`src/rtl/seq_pkg.sv`:
```
// Shared definitions for the instruction sequencer: state encoding,
// instruction format/sub-op codes, default watchdog limit and helpers.
package seq_pkg;

    // Sequencer states, in the order a datapath instruction walks them.
    typedef enum logic [2:0] {
        S_IDLE     = 3'd0,
        S_FETCH    = 3'd1,
        S_WAIT_MEM = 3'd2,
        S_DECODE   = 3'd3,
        S_ISSUE    = 3'd4,
        S_EXEC     = 3'd5,
        S_HALTED   = 3'd6,
        S_ERROR    = 3'd7
    } seq_state_e;

    localparam int INST_W  = 16;
    localparam int COUNT_W = 16;

    // Format field inst[1:0]: this code marks a local control op; anything
    // else goes to the datapath controller.
    localparam logic [1:0] FMT_CTRL = 2'b11;

    // Control sub-op field inst[4:2]; remaining codes are illegal.
    localparam logic [2:0] OP_HALT = 3'b000;
    localparam logic [2:0] OP_JUMP = 3'b001;
    localparam logic [2:0] OP_NOP  = 3'b010;

    // Jump target starts at this bit of the instruction word.
    localparam int JUMP_LSB = 5;

    // Default number of EXEC cycles allowed before giving up on done.
    localparam int TIMEOUT_DEFAULT = 16;

    // Increment that sticks at all-ones instead of rolling over.
    function automatic logic [COUNT_W-1:0] sat_inc(input logic [COUNT_W-1:0] v);
        return (&v) ? v : v + COUNT_W'(1);
    endfunction

endpackage

```
`src/rtl/seq_watchdog.sv`:
```
// EXEC-phase watchdog: counts EXEC cycles since the last clear and flags
// the cycle that is the last one the datapath is allowed to take.
module seq_watchdog
    import seq_pkg::*;
#(
    parameter int TIMEOUT = TIMEOUT_DEFAULT
) (
    input  logic clk,
    input  logic reset,
    input  logic clear,
    input  logic enable,
    output logic expired
);

    // Counter only has to reach TIMEOUT-1, the index of the final cycle.
    localparam int CW = (TIMEOUT > 1) ? $clog2(TIMEOUT) : 1;
    localparam logic [CW-1:0] LAST = CW'(TIMEOUT - 1);

    logic [CW-1:0] cnt_q;
    logic [CW-1:0] cnt_d;

    // High during the TIMEOUT-th EXEC cycle; done in that cycle still counts.
    assign expired = (cnt_q == LAST);

    // Next count: clear wins, then advance while enabled, holding at LAST.
    always_comb begin
        // NOTE: every always_comb output gets a default first so no path leaves it unassigned (no latch).
        cnt_d = cnt_q;
        if (clear) begin
            cnt_d = '0;
        end else if (enable && !expired) begin
            cnt_d = cnt_q + CW'(1);
        end
    end

    // Count register with synchronous reset.
    always_ff @(posedge clk) begin
        // NOTE: state registers use <= so every flop samples pre-edge values, independent of block order.
        if (reset) begin
            cnt_q <= '0;
        end else begin
            cnt_q <= cnt_d;
        end
    end

endmodule

```
`src/rtl/inst_sequencer.sv`:
```
// Instruction sequencer: fetches 16-bit words from instruction memory,
// executes local control ops (HALT/JUMP/NOP) itself and hands everything
// else to the datapath controller with a run pulse, waiting for done under
// a watchdog.
module inst_sequencer
    import seq_pkg::*;
#(
    parameter int PC_W    = 8,
    parameter int TIMEOUT = TIMEOUT_DEFAULT
) (
    input  logic                clk,
    input  logic                reset,
    input  logic                start,
    output logic                imem_rd,
    output logic [PC_W-1:0]     imem_addr,
    input  logic [INST_W-1:0]   imem_data,
    output logic [INST_W-1:0]   d_inst,
    output logic                run,
    input  logic                done,
    output logic [PC_W-1:0]     pc,
    output logic [COUNT_W-1:0]  instr_count,
    output logic                busy,
    output logic                halted,
    output logic                error
);

    seq_state_e           state_q, state_d;
    logic [PC_W-1:0]      pc_q, pc_d;
    logic [INST_W-1:0]    d_inst_q, d_inst_d;
    logic [COUNT_W-1:0]   count_q, count_d;

    // Registered outputs, each a decode of the state being entered.
    logic imem_rd_q;
    logic run_q;
    logic busy_q;
    logic halted_q;
    logic error_q;

    logic wd_clear;
    logic wd_enable;
    logic wd_expired;

    // Fields of the instruction held in d_inst.
    logic [1:0]      inst_fmt;
    logic [2:0]      inst_op;
    logic [PC_W-1:0] jump_target;

    assign inst_fmt    = d_inst_q[1:0];
    assign inst_op     = d_inst_q[4:2];
    assign jump_target = d_inst_q[JUMP_LSB +: PC_W];

    seq_watchdog #(
        .TIMEOUT (TIMEOUT)
    ) u_watchdog (
        .clk     (clk),
        .reset   (reset),
        .clear   (wd_clear),
        .enable  (wd_enable),
        .expired (wd_expired)
    );

    // Next-state, program-counter, instruction and counter updates.
    always_comb begin
        state_d   = state_q;
        pc_d      = pc_q;
        d_inst_d  = d_inst_q;
        count_d   = count_q;
        wd_clear  = 1'b0;
        wd_enable = 1'b0;

        case (state_q)
            // Start restarts from address 0 with a fresh count, whether
            // we came up from reset or stopped on a HALT.
            S_IDLE, S_HALTED: begin
                if (start) begin
                    state_d = S_FETCH;
                    pc_d    = '0;
                    count_d = '0;
                end
            end

            // Read strobe is up for this single cycle.
            S_FETCH: begin
                state_d = S_WAIT_MEM;
            end

            // Memory answers one cycle after the strobe; capture it here and
            // hold it until the next capture.
            S_WAIT_MEM: begin
                d_inst_d = imem_data;
                state_d  = S_DECODE;
            end

            S_DECODE: begin
                if (inst_fmt != FMT_CTRL) begin
                    state_d = S_ISSUE;
                end else begin
                    case (inst_op)
                        OP_HALT: begin
                            state_d = S_HALTED;
                        end
                        OP_JUMP: begin
                            pc_d    = jump_target;
                            state_d = S_FETCH;
                        end
                        OP_NOP: begin
                            pc_d    = pc_q + PC_W'(1);
                            state_d = S_FETCH;
                        end
                        default: begin
                            state_d = S_ERROR;
                        end
                    endcase
                end
            end

            // Run pulse goes out; the watchdog starts from zero for EXEC.
            S_ISSUE: begin
                wd_clear = 1'b1;
                state_d  = S_EXEC;
            end

            // Done wins over the watchdog in the final allowed cycle.
            S_EXEC: begin
                wd_enable = 1'b1;
                if (done) begin
                    count_d = sat_inc(count_q);
                    pc_d    = pc_q + PC_W'(1);
                    state_d = S_FETCH;
                end else if (wd_expired) begin
                    state_d = S_ERROR;
                end
            end

            // Sticky until reset.
            S_ERROR: begin
                state_d = S_ERROR;
            end

            default: begin
                state_d = S_IDLE;
            end
        endcase
    end

    // State, datapath registers and output flags; reset overrides all inputs.
    always_ff @(posedge clk) begin
        if (reset) begin
            state_q   <= S_IDLE;
            pc_q      <= '0;
            d_inst_q  <= '0;
            count_q   <= '0;
            imem_rd_q <= 1'b0;
            run_q     <= 1'b0;
            busy_q    <= 1'b0;
            halted_q  <= 1'b0;
            error_q   <= 1'b0;
        end else begin
            state_q   <= state_d;
            pc_q      <= pc_d;
            d_inst_q  <= d_inst_d;
            count_q   <= count_d;
            imem_rd_q <= (state_d == S_FETCH);
            run_q     <= (state_d == S_ISSUE);
            busy_q    <= (state_d inside {S_FETCH, S_WAIT_MEM, S_DECODE, S_ISSUE, S_EXEC});
            halted_q  <= (state_d == S_HALTED);
            error_q   <= (state_d == S_ERROR);
        end
    end

    assign imem_rd     = imem_rd_q;
    assign imem_addr   = pc_q;
    assign pc          = pc_q;
    assign d_inst      = d_inst_q;
    assign instr_count = count_q;
    assign run         = run_q;
    assign busy        = busy_q;
    assign halted      = halted_q;
    assign error       = error_q;

endmodule
```
`config.mk`:
```
export PLATFORM = sky130hd
export DESIGN_NAME = inst_sequencer
export DESIGN_NICKNAME = d
export VERILOG_FILES = /design/src/rtl/seq_pkg.sv /design/src/rtl/seq_watchdog.sv /design/src/rtl/inst_sequencer.sv
export SDC_FILE = /design/constraint.sdc
export NUM_CORES = 1
export LEC_CHECK = 0
export CORE_ASPECT_RATIO = 0.5
export CORE_MARGIN = 4
export CORE_UTILIZATION = 43
export CTS_CLUSTER_DIAMETER = 40
export CTS_CLUSTER_SIZE = 14
export DETAILED_ROUTE_END_ITERATION = 10
export PLACE_DENSITY = 0.73
export SLEW_MARGIN = 10
export SYNTH_ARGS = -nofsm -noshare
export SYNTH_HDL_FRONTEND = slang
export SYNTH_SLANG_ARGS = --single-unit
```
`constraint.sdc`:
```
create_clock -name clk -period 1.75 [get_ports clk]
set_input_delay 0.4375 -clock clk [delete_from_list [all_inputs] [get_ports clk]]
set_output_delay 0.4375 -clock clk [all_outputs]
set_load 0.01 [all_outputs]
```
==> results.json, run 1 <==
{
  "status": "finished, final reports clean",
  "use_met3_pct": 5.00,
  "pwr-share-seq_pct": 33.5,
  "grtUsageTotal_pct": 19.4,
  "cts-root-buf": "clkbuf_16",
  "cp_data_required_time_ns": 1.31,
  "hold_class": "reg2reg",
  "synth_area_um2": 2630,
  "regArea_um2": 1060,
  "port_buffers": 72,
  "die_w_um": 119,
  "synth_edf_count": 0,
  "dp_hpwl_mm": 5.55,
  "max_freq_mhz": 579,
  "drc": 0,
  "cap_violations": 0,
  "comb_power_share_pct": 43.7,
  "nets": 454,
  "clkTransAtPathRegs_ns": 0.07,
  "syn_inst": 317,
  "synth-seq-cells": 52,
  "grt_pass1_wl_mm": 12.2,
  "drive_gt1_share_pct": 25.5,
  "switchingPower_uw": 1490,
  "yosys_warnings": 0,
  "slew_headroom_pct": 72.5,
  "busiest_layer": "met2",
  "pre_cts_ws_ns": -0.431,
  "cp_max_fo": 4,
  "p_int_uw": 2860,
  "ir_worst_vdd_uv": 609,
  "antenna_found_initial": 0,
  "clk_latency_ns": 0.29,
  "fin_cells": 505,
  "vias": 2682,
  "fin_ws_ns": 0.0229,
  "tritoncts": "yes",
  "first_global_vias": 2583,
  "tns_ns": 0,
  "p_clk_share_pct": 22.9,
  "gp_congestion": 0.817,
  "post-route-min-period_ns": 1.73,
  "synthFlopType": "dfxtp_1",
  "clock_sinks": 52,
  "max_stage_delay_ns": 0.53,
  "worst_setup_path_start_kind": "register",
  "hold_viol": 0,
  "post_drt_wl_per_cell_um": 14.9,
  "dieArea_um2": 7510,
  "nFillCells": 432,
  "synth_seq_area_share_pct": 39.5,
  "clk_path_buf_depth": 2,
  "drv_slew": 0,
  "cts_hold_buf": 0,
  "io_pins": 73,
  "multi_input_area_um2": 1550,
  "firstDrtPassIters": 5,
  "crit_arrival_ns": 1.29,
  "fin_worst_skew_ns": 0.00543,
  "postRouteAntennaNets": 0,
  "avgSynthCellArea_um2": 8.30,
  "fin_util_pct": 71.6,
  "use_met1_pct": 25.8,
  "cp_slowest_cell": "clkdlybuf4s50_1",
  "setup_violations": 0,
  "end_kind": "primary output",
  "path_cells": "buf_4 > clkdlybuf4s50_1",
  "die_h_um": 63.3,
  "synthesis.nets": 340,
  "setup.worst_path.class": "reg2out",
  "area_growth_syn_to_layout_pct": 55.1,
  "leakagePower_uw": 0.00171,
  "viasPerCell": 5.31,
  "numCtsBuffers": 5,
  "diodes": 0,
  "initial_utilization_pct": 46.1,
  "grt-ovfl-total": 0,
  "dp_cells": 492,
  "use_met2_pct": 31.9,
  "drt_wl_total_mm": 7.54,
  "rows": 19,
  "yosys.cell_types.count": 58,
  "coreArea_um2": 5710,
  "dr.first_iter.drc_count": 170,
  "fin_crit_sh_pct": 98.7,
  "async_reset_ff_share_pct": 0,
  "grt_setup_unrepaired": "true",
  "htree_levels": 2,
  "switching_share_pct": 34.2,
  "grt_max_degree": 17,
  "worstMarginPinSlew_ns": 0.402,
  "p_per_area_nw_per_um2": 1070
}
[final timing paths]
kind                   from              to  slack [ns]  depth (start not counted)
max          instr_count[0]  instr_count[0]        0.02                          2
min              d_inst[15]      d_inst[15]        0.46                          2
max reg2reg      state_q[1]  instr_count[5]        0.06                          6
min reg2reg      d_inst[15]      d_inst[15]        0.46                          2
[cells in the mapped netlist (all sizes together) (4+ instances only)]
cell	number	share of area, %
xnor2	8	3.4
mux2i	5	1.9
nor3	9	1.7
o32ai	4	1.3
o21ai	6	1.1
nand2	52	7.4
a21oi	35	6.7
nand3	12	2.3
inv	11	1.6
dfxtp	52	40
nand2b	7	1.7
nor4	4	0.95
nor2	23	3.4
a211oi	4	1.3
clkbuf	9	1.3
buf	11	2.9
o31ai	4	1.1
[cell families (layout without fill, tap and decap cells)]
kind of cell	Yosys count	count (layout)	share of synthesized area (%)
buffers and inverters	31	146	5.80
multiplexers	5	5	1.90
XOR/XNOR	10	10	4.04
AND/OR/NAND/NOR	141	141	27.6
adder cells (fa/ha/maj)	3	3	1.43
AO/OA/AOI/OAI	75	75	19.7
flip-flops	52	52	39.5
[repair_timing]
action                                 in CTS  in global routing
setup endpoints to repair                  21                 40
buffers inserted                            0                  5
endpoints found under the hold margin       0                  0
pin swaps                                   2                 10
cloned                                      0                  1
resized for setup                          11                 49
[through the flow]
stage          total power [µW]  area [µm²]  hold slack [ns]
3_5_place_dp               3120        3720            0.451
6_report                   4350        4080            0.462
5_1_grt                    4590        4080            0.484
3_3_place_gp               3080        3720            0.442
2_1_floorplan              2370        2630            0.454
4_1_cts                    4150        3890            0.461
[layout make-up]
| class | instances | share of cell area, % |
|---|---|---|
| Clock buffer | 8 | 3.59 |
| Sequential cell | 52 | 25.9 |
| Timing Repair Buffer | 127 | 29.2 |
| Multi-Input combinational cell | 234 | 38.0 |
| Inverter | 11 | 1.01 |
| Tap cell | 73 | 2.24 |
[placed cells by master, fill, tap and decap left out, drive strengths merged, types with 4 or more instances in the layout]
cell type / n
dfxtp: 52
o32ai: 4
nand3: 12
nor2: 23
nand2b: 7
mux2i: 5
inv: 11
nand2: 52
a21oi: 35
o21ai: 6
a211oi: 4
clkbuf: 8
nor3: 9
o31ai: 4
buf: 55
xnor2: 8
dlymetal6s2s: 10
nor4: 4
clkdlybuf4s50: 60
[state kept, by name, indices dropped and copies added (netlist names)]
signal	count
imem_rd	1
error	1
run	1
u_watchdog.cnt_q	4
state_q	3
d_inst	16
busy	1
halted	1
instr_count	16
imem_addr	8
[critical path, delay by kind of cell, from the launching register on]
kind,cells,cell delay [ns]
buf+inv,2,0.66
flops,1,0.34
[routing by layer]
layer | wire length, µm | part of all wire [%] | vias up
met4 | 58 | 0.77 | 0
met3 | 380 | 5.0 | 6
met2 | 3610 | 48 | 74
met1 | 3490 | 46 | 1254
met5 | 0 | 0 | -
li1 | - | - | 1348
[power by group through the flow]
stage / registers [µW] / clock network (µW) / logic (µW)
2_1_floorplan: 1500 / 0 / 867
3_3_place_gp: 1450 / 0 / 1620
3_5_place_dp: 1460 / 0 / 1660
4_1_cts: 1440 / 1020 / 1690
5_1_grt: 1480 / 1070 / 2040
6_report: 1460 / 994 / 1900
Power figures use the tool's default switching activity.
==> run 2, diff against run 1 <==
CAP_MARGIN = 40   (was not set)
==> results of run 2 <==
Final layout, timing and power as in run 1 (identical DEF).
